File: src/rtl/adc_capture.sv
// adc_capture: dual-channel 14-bit ADC capture with offset-binary conversion, decimation and an FWFT FIFO.
// Define ADC_CAPTURE_AVG_EN to output the window average instead of the window's first sample.

module adc_capture #(
  parameter int unsigned DW         = 14,
  parameter int unsigned DECIM      = 4,
  parameter int unsigned FIFO_DEPTH = 16,
  parameter int unsigned SETTLE     = 8
) (
  input  logic                          clk,
  input  logic                          rst_n,
  input  logic [DW-1:0]                 ADC_DA,
  input  logic [DW-1:0]                 ADC_DB,
  input  logic                          ADC_OTR_A,
  input  logic                          ADC_OTR_B,
  output logic                          adc_clk_A,
  output logic                          adc_clk_B,
  output logic                          adc_oe_n,
  input  logic                          enable,
  input  logic                          clear,
  output logic [DW-1:0]                 m_data_a,
  output logic [DW-1:0]                 m_data_b,
  output logic [1:0]                    m_otr,
  output logic                          m_valid,
  input  logic                          m_ready,
  output logic                          overflow,
  output logic [$clog2(FIFO_DEPTH):0]   fifo_level
);

  localparam int unsigned AW = $clog2(FIFO_DEPTH);
  localparam int unsigned LD = $clog2(DECIM);
  localparam int unsigned CW = (DECIM > 1) ? LD : 1;
  localparam int unsigned WW = 2 * DW + 2;
  localparam logic [AW:0]   FullLvl = (AW + 1)'(FIFO_DEPTH);
  localparam logic [CW-1:0] DLast   = CW'(DECIM - 1);

  typedef enum logic [1:0] {StIdle, StArm, StRun} state_e;

  assign adc_clk_A = ~clk;
  assign adc_clk_B = ~clk;

  // Capture pipeline: stage 1 registers the pins, stage 2 converts to two's complement.
  logic [DW-1:0]        s1_a_q, s1_b_q;
  logic [1:0]           s1_otr_q;
  logic signed [DW-1:0] s2_a_q, s2_b_q;
  logic [1:0]           s2_otr_q;

  always_ff @(posedge clk or negedge rst_n) begin
    if (!rst_n) begin
      s1_a_q   <= '0;
      s1_b_q   <= '0;
      s1_otr_q <= '0;
      s2_a_q   <= '0;
      s2_b_q   <= '0;
      s2_otr_q <= '0;
    end else begin
      s1_a_q   <= ADC_DA;
      s1_b_q   <= ADC_DB;
      s1_otr_q <= {ADC_OTR_B, ADC_OTR_A};
      s2_a_q   <= {~s1_a_q[DW-1], s1_a_q[DW-2:0]};
      s2_b_q   <= {~s1_b_q[DW-1], s1_b_q[DW-2:0]};
      s2_otr_q <= s1_otr_q;
    end
  end

  state_e        state_q, state_d;
  logic [15:0]   settle_q, settle_d;
  logic [CW-1:0] d_q, d_d;
  logic [1:0]    otr_win_q, otr_win_d, otr_now;
  logic          consume, push, first;
  logic [DW-1:0] word_a, word_b;

`ifdef ADC_CAPTURE_AVG_EN
  localparam int unsigned AccW = DW + LD;
  logic signed [AccW-1:0] acc_a_q, acc_b_q, acc_a_d, acc_b_d, acc_a_now, acc_b_now;
`else
  logic [DW-1:0] hold_a_q, hold_b_q, hold_a_d, hold_b_d;
`endif

  always_comb begin
    state_d   = state_q;
    settle_d  = settle_q;
    d_d       = d_q;
    otr_win_d = otr_win_q;
    consume   = 1'b0;
    push      = 1'b0;
    first     = (d_q == '0);
    otr_now   = (first ? 2'b00 : otr_win_q) | s2_otr_q;

    unique case (state_q)
      StIdle: begin
        if (enable) begin
          state_d  = StArm;
          settle_d = '0;
        end
      end
      StArm: begin
        if (!enable) begin
          state_d = StIdle;
        end else if ((32'(settle_q) + 32'd1) >= SETTLE) begin
          state_d = StRun;
          d_d     = '0;
        end else begin
          settle_d = settle_q + 16'd1;
        end
      end
      StRun: begin
        if (!enable) begin
          state_d = StIdle;
          d_d     = '0;
        end else begin
          consume = 1'b1;
        end
      end
      default: state_d = StIdle;
    endcase

`ifdef ADC_CAPTURE_AVG_EN
    acc_a_now = (first ? '0 : acc_a_q) + AccW'(s2_a_q);
    acc_b_now = (first ? '0 : acc_b_q) + AccW'(s2_b_q);
    acc_a_d   = acc_a_q;
    acc_b_d   = acc_b_q;
    // Taking the upper bits is an arithmetic shift: floor of the mean.
    word_a    = acc_a_now[AccW-1:LD];
    word_b    = acc_b_now[AccW-1:LD];
`else
    hold_a_d  = hold_a_q;
    hold_b_d  = hold_b_q;
    word_a    = first ? s2_a_q : hold_a_q;
    word_b    = first ? s2_b_q : hold_b_q;
`endif

    if (consume) begin
      otr_win_d = otr_now;
`ifdef ADC_CAPTURE_AVG_EN
      acc_a_d = acc_a_now;
      acc_b_d = acc_b_now;
`else
      hold_a_d = word_a;
      hold_b_d = word_b;
`endif
      if (d_q == DLast) begin
        push = 1'b1;
        d_d  = '0;
      end else begin
        d_d = d_q + CW'(1);
      end
    end
  end

  always_ff @(posedge clk or negedge rst_n) begin
    if (!rst_n) begin
      state_q   <= StIdle;
      settle_q  <= '0;
      d_q       <= '0;
      otr_win_q <= '0;
`ifdef ADC_CAPTURE_AVG_EN
      acc_a_q   <= '0;
      acc_b_q   <= '0;
`else
      hold_a_q  <= '0;
      hold_b_q  <= '0;
`endif
    end else begin
      state_q   <= state_d;
      settle_q  <= settle_d;
      d_q       <= d_d;
      otr_win_q <= otr_win_d;
`ifdef ADC_CAPTURE_AVG_EN
      acc_a_q   <= acc_a_d;
      acc_b_q   <= acc_b_d;
`else
      hold_a_q  <= hold_a_d;
      hold_b_q  <= hold_b_d;
`endif
    end
  end

  assign adc_oe_n = (state_q == StIdle);

  // Output FIFO: extra pointer bit distinguishes full from empty.
  logic [WW-1:0] mem [FIFO_DEPTH];
  logic [AW:0]   wr_q, rd_q, level;
  logic          full, empty, pop, do_push, drop;
  logic          ovf_q;
  logic [WW-1:0] rd_word;

  assign level   = wr_q - rd_q;
  assign full    = (level == FullLvl);
  assign empty   = (level == '0);
  assign pop     = !empty && m_ready;
  assign do_push = push && !clear && (!full || pop);
  assign drop    = push && !clear && full && !pop;

  always_ff @(posedge clk or negedge rst_n) begin
    if (!rst_n) begin
      wr_q  <= '0;
      rd_q  <= '0;
      ovf_q <= 1'b0;
    end else if (clear) begin
      wr_q  <= '0;
      rd_q  <= '0;
      ovf_q <= 1'b0;
    end else begin
      if (do_push) wr_q <= wr_q + (AW + 1)'(1);
      if (pop)     rd_q <= rd_q + (AW + 1)'(1);
      if (drop)    ovf_q <= 1'b1;
    end
  end

  always_ff @(posedge clk) begin
    if (do_push) mem[wr_q[AW-1:0]] <= {otr_now, word_b, word_a};
  end

  assign rd_word    = mem[rd_q[AW-1:0]];
  assign m_valid    = !empty;
  assign m_data_a   = m_valid ? rd_word[DW-1:0] : '0;
  assign m_data_b   = m_valid ? rd_word[2*DW-1:DW] : '0;
  assign m_otr      = m_valid ? rd_word[WW-1:2*DW] : '0;
  assign overflow   = ovf_q;
  assign fifo_level = level;

endmodule

File: config.mk
export PLATFORM = sky130hd
export DESIGN_NAME = adc_capture
export DESIGN_NICKNAME = d
export VERILOG_FILES = /design/src/rtl/adc_capture.sv
export SDC_FILE = /design/constraint.sdc
export NUM_CORES = 1
export LEC_CHECK = 0
export ABC_AREA = 1
export CORE_UTILIZATION = 35
export CTS_BUF_LIST = sky130_fd_sc_hd__clkbuf_4 sky130_fd_sc_hd__clkbuf_8 sky130_fd_sc_hd__clkbuf_16
export DETAILED_ROUTE_END_ITERATION = 6
export HOLD_SLACK_MARGIN = 0.03
export SLEW_MARGIN = 15
export SYNTH_ARGS = -nofsm -noshare
export SYNTH_HDL_FRONTEND = slang
export SYNTH_SLANG_ARGS = --single-unit
File: constraint.sdc
create_clock -name clk -period 4.7 [get_ports clk]
set_input_delay 1.175 -clock clk [delete_from_list [all_inputs] [get_ports clk]]
set_output_delay 1.175 -clock clk [all_outputs]
set_load 0.01 [all_outputs]
## Word level (Yosys, flattened, before mapping)

Memories as Yosys holds them, arrays and structs flattened.
Cells that the tools add are included.

| operators by class | value |
|---|---|
| mux-type cells | 32 |
| eq/ne operators | 12 |
| $add $sub $neg | 6 |
| order comparisons | 1 |
| bitwise logic cells | 4 |
| reduce and logical (&&, ||, !) cells | 21 |

Operators with widths:

| kind | count |
|---|---|
| $mux W14 | 4 |
| $mux W16 | 3 |
| $pmux W16 S2 | 1 |
| $mux W2 | 10 |
| $mux W5 | 4 |
| $add A16 B1 Y17 const B | 1 |
| $ge A17 B4 Y1 const B | 1 |
| $add A16 B1 Y16 const B | 1 |
| $ne A3 B3 Y1 const B | 4 |
| $add A5 B1 Y5 const B | 2 |
| $mux W1 | 8 |
| $reduce_and A4 Y1 | 2 |
| $reduce_bool A2 Y1 | 4 |
| $ne A2 B2 Y1 const B | 3 |
| $pmux W2 S3 | 1 |
| $eq A5 B5 Y1 const B | 1 |
| $logic_and A1 B1 Y1 | 5 |
| $logic_not A5 Y1 | 1 |
| $sub A5 B5 Y5 | 1 |
| $eq A2 B2 Y1 const B | 2 |
| $logic_not A1 Y1 | 4 |
| $logic_not A2 Y1 | 2 |
| $pmux W2 S2 | 1 |
| $not A1 Y1 | 3 |
| 7 further kinds | 7 |

| word-level totals | value |
|---|---|
| output and inout bits | 40 |
| RAM bits | 480 |
| memories | 1 |
| input bits | 35 |
| register bits after elaboration | 121 |

Memory list:

| name | words | width | read ports | clocked after Yosys merged registers in | write ports | line | source |
|---|---|---|---|---|---|---|---|
| mem | 16 | 30 | 1 | 0 | 1 | 182 | `logic [WW-1:0] mem [FIFO_DEPTH];` |

## Longest topological paths before layout

Gate-level depths: netlist of run 1.

| depth | value |
|---|---|
| depth in word-level cells | 8 |
| depth in mapped cells | 16 |

==> impl_metrics.tcl, run 1 <==
set metrics [dict create \
    status "completed" \
    relSlewSlack_pct 22.72 \
    path_cells "ha_1, fa_1, o21ai_1, xnor2_1, inv_1, nor2_4, buf_12, a211oi_4, clkdlybuf4s50_1" \
    syn_area_per_cell_um2 12.36 \
    crit_buf_inv 3 \
    antenna_cells 0 \
    holdWs_ps 290.8 \
    final_max_slew_viol_count 0 \
    routed_via_density 5.150 \
    clk-insertion-delay-late_ps 950 \
    antenna_found_initial 0 \
    die_y_um 263.2 \
    yosysSeqAreaShare_pct 73.06 \
    nets 2083 \
    cts_root_buf "clkbuf_16" \
    synth_top_flop_cell "edfxtp_1" \
    start_kind "register" \
    first_global_vias 15050 \
    gp_congestion 0.7610 \
    min_period_over_period_pct 98.00 \
    cts_max_path_buffers 3 \
    timing.rr.start "rd_q[0]$_DFFE_PN0P_" \
    numPortBuffers 74 \
    gr-usage-all-layers_pct 17.01 \
    wl_um 58860 \
    seqCellArea_um2 17450 \
    synth_edf_count 480 \
    hold_depth 3 \
    synthTopCellsByArea "edfxtp_1, dfrtp_1, nand2_1" \
    hold_viol_final 0 \
    syn_nets 1983 \
    antenna_left 0 \
    synth.top_cell.area_share_pct 60.38 \
    yosysWarnings 0 \
    grt_overflow 0 \
    fp-row-count 95 \
    final-instance-count-excl-fill 2952 \
    ios 75 \
    grt_pass1_wl_um 90180 \
    required_ps 3520 \
    die_w_um 263.2 \
    worstRegToRegCells 10 \
    cts_max_level 2 \
    multi_input_area_um2 5822 \
    setup_violations 0 \
    met1_usage_pct 22.54 \
    fmax_ghz 0.2171 \
    holdCritPathClass "register to register" \
    vias 15200 \
    first_pass_iters 5 \
    clock_skew_ps 499.4 \
    drtIter0Drc 1189 \
    post-dp-hpwl_um 31840 \
    ys_seq_elements 601 \
    peakVddDrop_v 0.0005120 \
    end_kind "output port" \
    ff2ff_setup_slack_ps 1290 \
    clkTransAtPathRegs_ps 70 \
    use_met2_pct 29.04 \
    drc_errors 0 \
    synth_area_um2 23870 \
    p_leak_nw 10.55 \
    tightest_slew_ps 1157 \
    ys_async_sr_fraction_pct 20.13 \
    rsz0062_at_grt "yes" \
    synthCells 1932 \
    final_cell_area_um2 28160 \
    drive_gt1_share_pct 10.82 \
    cap_violations 0 \
    cpMaxStageDelayCell "dfrtp_4" \
    period_needed_ps 4606 \
    grtUsageMet3_pct 2.282 \
    dpl-instance-area_um2 26070 \
    synth_top_area_cell "edfxtp_1" \
    cts_buffers 60 \
    critPathKind "register to output port" \
    dp.cells 2833 \
    grt_most_used_layer "met2" \
    cts_tree "done" \
    critPathLaunch "rd_q[0]$_DFFE_PN0P_" \
    initial_core_util_pct 35.48 \
    min_to "mem[4][20]$_DFFE_PP_" \
    die-area_um2 69250 \
    core_area_um2 67280 \
    fillCellCount 6193 \
    r2r_end "mem[8][24]$_DFFE_PP_" \
    syn_to_final_growth_pct 17.95 \
    cp_top_family "buffers and inverters" \
    hp-start "s2_b_q[6]$_DFF_PN0_" \
    cp_slowest_stage_delay_ps 530 \
    wl_per_cell_um 19.94 \
    worstPathArrival_ps 3430 \
    cp_max_fo 16 \
    final_common_cell "nand2_1" \
    final_cell_mix "nand2_1, edfxtp_1, a21oi_1" \
    powerDensity_nw_per_um2 516.4 \
    synth.distinct_cells 35 \
    grt_max_degree 178 \
]
==> repair_timing <==
action                                 CTS  global route
gates cloned                             0             0
endpoints found under the hold margin    4             0
hold buffers                             4             0
gates resized for setup                  2            26
setup buffers                            1             4
pin swaps                                2             2
setup endpoints to repair               12            31
==> state kept, by name, indices dropped and copies added (netlist names) <==
name	flops
settle_q	16
overflow	1
s2_a_q	14
hold_a_q	14
s2_otr_q	2
s1_a_q	14
state_q	2
rd_q	5
d_q	2
s2_b_q	14
s1_otr_q	2
wr_q	5
otr_win_q	2
mem	480
s1_b_q	14
hold_b_q	14
==> power by group <==
group | total (mW) | switching (mW) | internal (mW)
clock | 4.66 | 1.96 | 2.70
combinational | 3.86 | 2.36 | 1.51
sequential | 6.01 | 0.0811 | 5.93
total | 14.5 | 4.39 | 10.1
==> logic make-up after synthesis <==
kind of cell	Yosys count	synth area share, %
xor gates and xnor gates	8	0.2935
buffers and inverters	189	3.171
DFF	601	73.06
AOI/OAI and AO/OA	486	11.93
adders and majority gates	16	0.8701
and+or+nand+nor	632	10.67
==> tightest hold or removal path, cell delays in order, from the launching register on <==
cell and delay (ps):
dfrtp_1 320, nand2_1 50, o21ai_0 70, buf_4 210
==> stage by stage <==
| stage | worst slack (ps) | power (mW) | util, % | TNS (ps) |
|---|---|---|---|---|
| floorplan | 652.7 | 8.475 | - | 0 |
| global placement | 261.3 | 9.975 | 38.75 | 0 |
| detailed placement | 276.6 | 10.06 | 38.75 | 0 |
| CTS | 0.5540 | 14.69 | 41.70 | 0 |
| global route | -49.96 | 15.24 | 41.85 | -49.96 |
| finish | 94.17 | 14.54 | 41.85 | 0 |
==> routing by layer <==
| layer | share of wire [%] | vias to the layer above |
|---|---|---|
| met5 | 0 | - |
| met4 | 2.2 | 0 |
| met3 | 5.0 | 85 |
| met2 | 49 | 395 |
| met1 | 44 | 7607 |
| li1 | - | 7116 |
==> synthesized netlist by cell type, drive strengths merged, types with 33 or more instances <==
| cell | n |
|---|---|
| a32o | 37 |
| a22oi | 60 |
| nand2 | 517 |
| nor2 | 61 |
| edfxtp | 480 |
| clkbuf | 83 |
| inv | 72 |
| dfrtp | 121 |
| a21oi | 206 |
| nand3 | 33 |
| o21ai | 150 |
==> layout make-up <==
type,count,share of cell area (%)
clock inverter,19,0.3555
multi-input combinational,1142,20.68
sequential,601,61.96
timing repair buffer,147,5.510
tap,873,3.879
clock buffer,95,6.586
inverter,75,1.027
==> worst max path at each step <==
stage                     endpoint  depth (start not counted)  slack (ps)
2_1_floorplan  mem[0][0]$_DFFE_PP_                         12         650
3_3_place_gp           m_data_a[1]                          9         260
3_5_place_dp           m_data_a[1]                         10         280
4_1_cts                m_data_a[1]                         10         0.6
5_1_grt                m_data_a[1]                          9         -50
6_report               m_data_a[1]                          9          90
Power figures use the tool's default switching activity.
==> run 2, diff against run 1 <==
--- a/config.mk
+++ b/config.mk
@@ -8,8 +8,10 @@
 export ABC_AREA = 1
 export CORE_UTILIZATION = 35
 export CTS_BUF_LIST = sky130_fd_sc_hd__clkbuf_4 sky130_fd_sc_hd__clkbuf_8 sky130_fd_sc_hd__clkbuf_16
+export CTS_CLUSTER_SIZE = 24
 export DETAILED_ROUTE_END_ITERATION = 6
 export HOLD_SLACK_MARGIN = 0.03
+export SKIP_CTS_REPAIR_TIMING = 1
 export SLEW_MARGIN = 15
 export SYNTH_ARGS = -nofsm -noshare
 export SYNTH_HDL_FRONTEND = slang
==> run 2 against run 1 <==
Clock power is 2% higher; die area is the same; non-clock buffer count shrank 5; flip-flop and latch count is the same; final area down 0.12%; wire length down 0.17%; critical path depth shrank 3; clock skew down 250 ps; critical path type unchanged; largest cell class unchanged.
==> impl_metrics.tcl, run 2 (same netlist as run 1, synthesis figures left out) <==
set metrics [dict create \
    status "completed" \
    antenna_found_initial 1 \
    worstRegToRegCells 10 \
    fmax_ghz 0.2160 \
    rsz0062_at_grt "yes" \
    drtIter0Drc 1162 \
    ff2ff_setup_slack_ps 1290 \
    cts_max_level 2 \
    clock_power_share_pct 32.4 \
    hold_viol_final 0 \
    setup_violations 0 \
    grt_overflow 0 \
    wl_per_cell_um 19.90 \
    antenna_cells 0 \
    die-area_um2 69250 \
    clkTransAtPathRegs_ps 60 \
    numPortBuffers 74 \
    hold_depth 0 \
    holdCritPathClass "register to register" \
    worst_slack_ps 70.95 \
    dp_slack_ps 276.6 \
    gp_congestion 0.7610 \
    wl_um 58750 \
    powerDensity_nw_per_um2 520.0 \
    fp-row-count 95 \
    final_common_cell "nand2_1" \
    peakVddDrop_v 0.0005451 \
    end_kind "output port" \
    gr-usage-all-layers_pct 16.97 \
    clk-insertion-delay-late_ps 720 \
    cts_max_path_buffers 3 \
    crit_end "m_otr[0]" \
    cap_violations 0 \
    grt_max_degree 178 \
    cts_root_buf "clkbuf_16" \
    worstPathArrival_ps 3450 \
    start_kind "register" \
    seqPwrFrac_pct 41.1 \
    clock_skew_ps 250.6 \
    first_global_vias 15020 \
    core_area_um2 67280 \
    final_max_slew_viol_count 0 \
    nets 2084 \
    pwr-share-comb_pct 26.5 \
    p_total_mw 14.62 \
    cp_max_fo 177 \
    fin_util_pct 41.80 \
    critPathLaunch "rd_q[0]$_DFFE_PN0P_" \
    die_w_um 263.2 \
    required_ps 3520 \
    vias 15160 \
    p_leak_nw 10.43 \
    relSlewSlack_pct 23.31 \
    min_period_over_period_pct 98.49 \
    first_pass_iters 5 \
    p_switching_mw 4.397 \
    fillCellCount 6203 \
    ios 75 \
    drive_gt1_share_pct 11.06 \
    syn_to_final_growth_pct 17.80 \
    antenna_left 0 \
    die_y_um 263.2 \
    drc_errors 0 \
    switching_share_pct 30.07 \
    period_needed_ps 4629 \
    r2r_end "mem[8][20]$_DFFE_PP_" \
    tightest_slew_ps 1148 \
    grt_pass1_wl_um 90000 \
    initial_core_util_pct 35.48 \
    timing.rr.start "rd_q[0]$_DFFE_PN0P_" \
    critPathKind "register to output port" \
    p_int_mw 10.23 \
    cts_buffers 60 \
    largest_register_ffs 480 \
    post-dp-hpwl_um 31840 \
    final_cell_mix "nand2_1, edfxtp_1, a21oi_1" \
    cts_tree "done" \
    routed_via_density 5.135 \
]
[run 2: changes by cell type in the layout (fill, tap and decap cells not counted), sizes merged]
cell and delta:
clkdlybuf4s50 +10, dlymetal6s2s -10, buf +5, dlygate4sd3 -4
[run 2: area by class of cell]
cell class,count,area (um^2),area share [%]
inverter,75,289.0,1.028
timing repair buffer,142,1471,5.232
sequential,601,17450,62.04
tap,873,1092,3.884
clock buffer,101,1899,6.754
multi-input combinational,1142,5822,20.70
clock inverter,19,100.1,0.3560
[run 2: layer usage]
layer  track usage (%)  up-vias  share of wire [%]
li1                  -     7114                  -
met1             22.59     7554                 44
met2             29.01      412                 49
met3             2.114       83                4.9
met4             4.979        0                2.2
met5                 0        -                  0
[run 2: how the worst min path moves through the flow]
stage / start / endpoint
2_1_floorplan: s1_a_q[0]$_DFF_PN0_ / s2_a_q[0]$_DFF_PN0_
3_3_place_gp: s1_b_q[6]$_DFF_PN0_ / s2_b_q[6]$_DFF_PN0_
3_5_place_dp: s1_b_q[11]$_DFF_PN0_ / s2_b_q[11]$_DFF_PN0_
4_1_cts: s1_b_q[11]$_DFF_PN0_ / s2_b_q[11]$_DFF_PN0_
5_1_grt: s1_a_q[5]$_DFF_PN0_ / s2_a_q[5]$_DFF_PN0_
6_report: s1_a_q[5]$_DFF_PN0_ / s2_a_q[5]$_DFF_PN0_
[run 2: stage by stage]
stage	hold slack [ps]	setup TNS [ps]	area (um^2)	cells
3_3_place_gp	334.4	0	26070	2833
5_1_grt	243.1	-4.825	28120	2953
2_1_floorplan	331.2	0	23870	1932
4_1_cts	346.3	-470.3	27990	2943
6_report	242.0	0	28120	2953
3_5_place_dp	334.7	0	26070	2833
[run 2: power groups by stage]
| stage | Combinational [mW] | Clock [mW] | Sequential, mW |
|---|---|---|---|
| after floorplan | 2.36 | 0.0276 | 6.09 |
| after global placement | 3.81 | 0.0479 | 6.11 |
| after detailed placement | 3.89 | 0.0479 | 6.12 |
| after CTS | 3.91 | 4.73 | 6.01 |
| after global routing | 4.26 | 5.03 | 6.03 |
| final | 3.87 | 4.74 | 6.01 |
[run 2: worst max-delay path, cell delays in order (launching register included)]
cell             delay, ps
dfrtp_4                480
buf_12                 470
a21oi_1                150
a22oi_1                310
o21ai_0                180
a211oi_1               320
clkdlybuf4s50_1        590
==> run 3, diff against run 2 <==
--- a/config.mk
+++ b/config.mk
@@ -8,6 +8,7 @@
 export ABC_AREA = 1
 export CORE_UTILIZATION = 35
 export CTS_BUF_LIST = sky130_fd_sc_hd__clkbuf_4 sky130_fd_sc_hd__clkbuf_8 sky130_fd_sc_hd__clkbuf_16
+export CTS_CLUSTER_DIAMETER = 120
 export CTS_CLUSTER_SIZE = 24
 export DETAILED_ROUTE_END_ITERATION = 6
 export HOLD_SLACK_MARGIN = 0.03
==> run 3 against run 2 <==
Worst setup slack improved by 33 ps; sequential share of layout area is 2.3 points higher; critical path depth rose by 2; core utilization decreased by 1.5 points; non-clock buffer count stayed put; maximum frequency up 0.71%; first-iteration DRC count fell by 9.8%; count of clock-buffer cells in the layout is 43 lower; wire length down 1.5%; flip-flop and latch count did not move; critical path type unchanged.
==> impl_metrics.tcl, run 3 (same netlist as run 1, synthesis figures left out) <==
set metrics [dict create \
    status "completed" \
    min_period_over_period_pct 97.79 \
    peakVddDrop_v 0.0005146 \
    path_cells "ha_1, fa_1, xnor2_1, nor3_1, nand2b_1, nor2_4, a211oi_1, clkdlybuf4s50_1" \
    gp_congestion 0.7610 \
    fin_setup_tns_ps 0 \
    cts_tree "done" \
    holdCritPathClass "register to register" \
    fillCellCount 6299 \
    seqCellArea_um2 17450 \
    p_total_mw 12.91 \
    antenna_found_initial 1 \
    p_leak_nw 9.956 \
    syn_to_final_growth_pct 13.62 \
    powerDensity_nw_per_um2 476.1 \
    clock_power_share_pct 23.6 \
    tightest_slew_ps 1145 \
    worstPathArrival_ps 3420 \
    seqPwrFrac_pct 46.5 \
    die_w_um 263.2 \
    routed_via_density 5.140 \
    p_int_mw 8.831 \
    relSlewSlack_pct 23.53 \
    largest_register_ffs 480 \
    die_y_um 263.2 \
    start_kind "register" \
    dp_slack_ps 276.6 \
    cts_max_path_buffers 3 \
    drc_errors 0 \
    switching_share_pct 31.61 \
    core_area_um2 67280 \
    numPortBuffers 74 \
    cpMaxStageDelayCell "clkdlybuf4s50_1" \
    first_pass_iters 7 \
    initial_core_util_pct 35.48 \
    hold_viol_final 0 \
    post-dp-hpwl_um 31840 \
    end_kind "output port" \
    final_cell_mix "nand2_1, edfxtp_1, a21oi_1" \
    fin_util_pct 40.32 \
    ios 75 \
    nets 2050 \
    final_max_slew_viol_count 0 \
    drive_gt1_share_pct 8.704 \
    wl_um 57870 \
    fmax_ghz 0.2176 \
    rsz0062_at_grt "yes" \
    die-area_um2 69250 \
    first_global_vias 14770 \
    grt_max_degree 178 \
    drtIter0Drc 1048 \
    final_common_cell "nand2_1" \
    grt_overflow 0 \
    multi_input_area_um2 5822 \
    cp_max_fo 7 \
    gr-usage-all-layers_pct 16.64 \
    cp_slowest_stage_delay_ps 630 \
    wl_per_cell_um 19.99 \
    clkTransAtPathRegs_ps 100 \
    required_ps 3520 \
    cts_buffers 29 \
    cts_max_level 1 \
    worst_slack_ps 103.8 \
    pwr-share-comb_pct 29.9 \
    critPathKind "register to output port" \
    p_switching_mw 4.083 \
    fp-row-count 95 \
    grt_pass1_wl_um 88800 \
    clock_skew_ps 360.1 \
    cap_violations 0 \
    vias 14880 \
    cts_root_buf "clkbuf_16" \
    antenna_cells 0 \
    setup_violations 0 \
    period_needed_ps 4596 \
    antenna_left 0 \
    clk-insertion-delay-late_ps 810 \
]
==> run 3: cell types whose count changed in the layout (fill, tap and decap cells not counted), moves of 2 or more <==
| cell | before | now |
|---|---|---|
| clkbuf_8 | 8 | 0 |
| clkbuf_16 | 62 | 29 |
| clkinv_2 | 9 | 0 |
| clkdlybuf4s50_1 | 60 | 57 |
| dlymetal6s2s_1 | 13 | 16 |
| clkinvlp_4 | 2 | 0 |
| clkinv_1 | 5 | 1 |
| buf_4 | 61 | 58 |
==> run 3: final timing paths <==
kind	start	to	slack (ps)	cells after the start
max	rd_q[0]$_DFFE_PN0P_	m_data_b[7]	100	8
min	s1_a_q[4]$_DFF_PN0_	s2_a_q[4]$_DFF_PN0_	290	0
max reg2reg	rd_q[0]$_DFFE_PN0P_	mem[4][22]$_DFFE_PP_	1230	10
min reg2reg	s1_a_q[4]$_DFF_PN0_	s2_a_q[4]$_DFF_PN0_	290	0
max in group asynchronous	rst_n	hold_b_q[4]$_DFFE_PN0P_	3180	2
min in group asynchronous	rst_n	hold_b_q[3]$_DFFE_PN0P_	460	1
==> run 3: worst max-delay path: cells and delay by family, from the launching register on <==
family          cells  cell delay (ps)
compound gates      1              460
xor+xnor            1              210
fa+ha+maj           2              630
buf+inv             1              630
flops               1              540
simple gates        3              320
==> run 3: cell type report <==
class	instances	area share, %
clock inverters	4	0.1707
clock buffers	58	3.497
multi-input cells	1142	21.46
repair buffers	142	5.453
inverters	75	1.066
flip-flops and latches	601	64.32
well taps	873	4.027
==> run 3: power groups by stage <==
stage	clock network (mW)	logic [mW]	registers, mW
after floorplan	0.0276	2.36	6.09
after global placement	0.0479	3.81	6.11
after detailed placement	0.0479	3.89	6.12
after CTS	3.07	3.91	6.00
after global routing	3.30	4.25	6.02
final	3.05	3.86	6.00
==> run 3: stage by stage <==
step	hold slack (ps)	area, um^2	cells
floorplan	331.2	23870	1932
global placement	334.4	26070	2833
detailed placement	334.7	26070	2833
CTS	353.5	27010	2888
global route	301.8	27120	2895
finish	289.3	27120	2895
==> run 3: metal layers <==
metal | wire (um) | part of all wire (%) | vias to the layer above | track usage (%)
met5 | 0 | 0 | - | 0
met2 | 28670 | 50 | 376 | 28.69
li1 | - | - | 7012 | -
met4 | 1162 | 2.0 | 0 | 4.094
met3 | 2697 | 4.7 | 63 | 1.805
met1 | 25330 | 44 | 7428 | 22.45
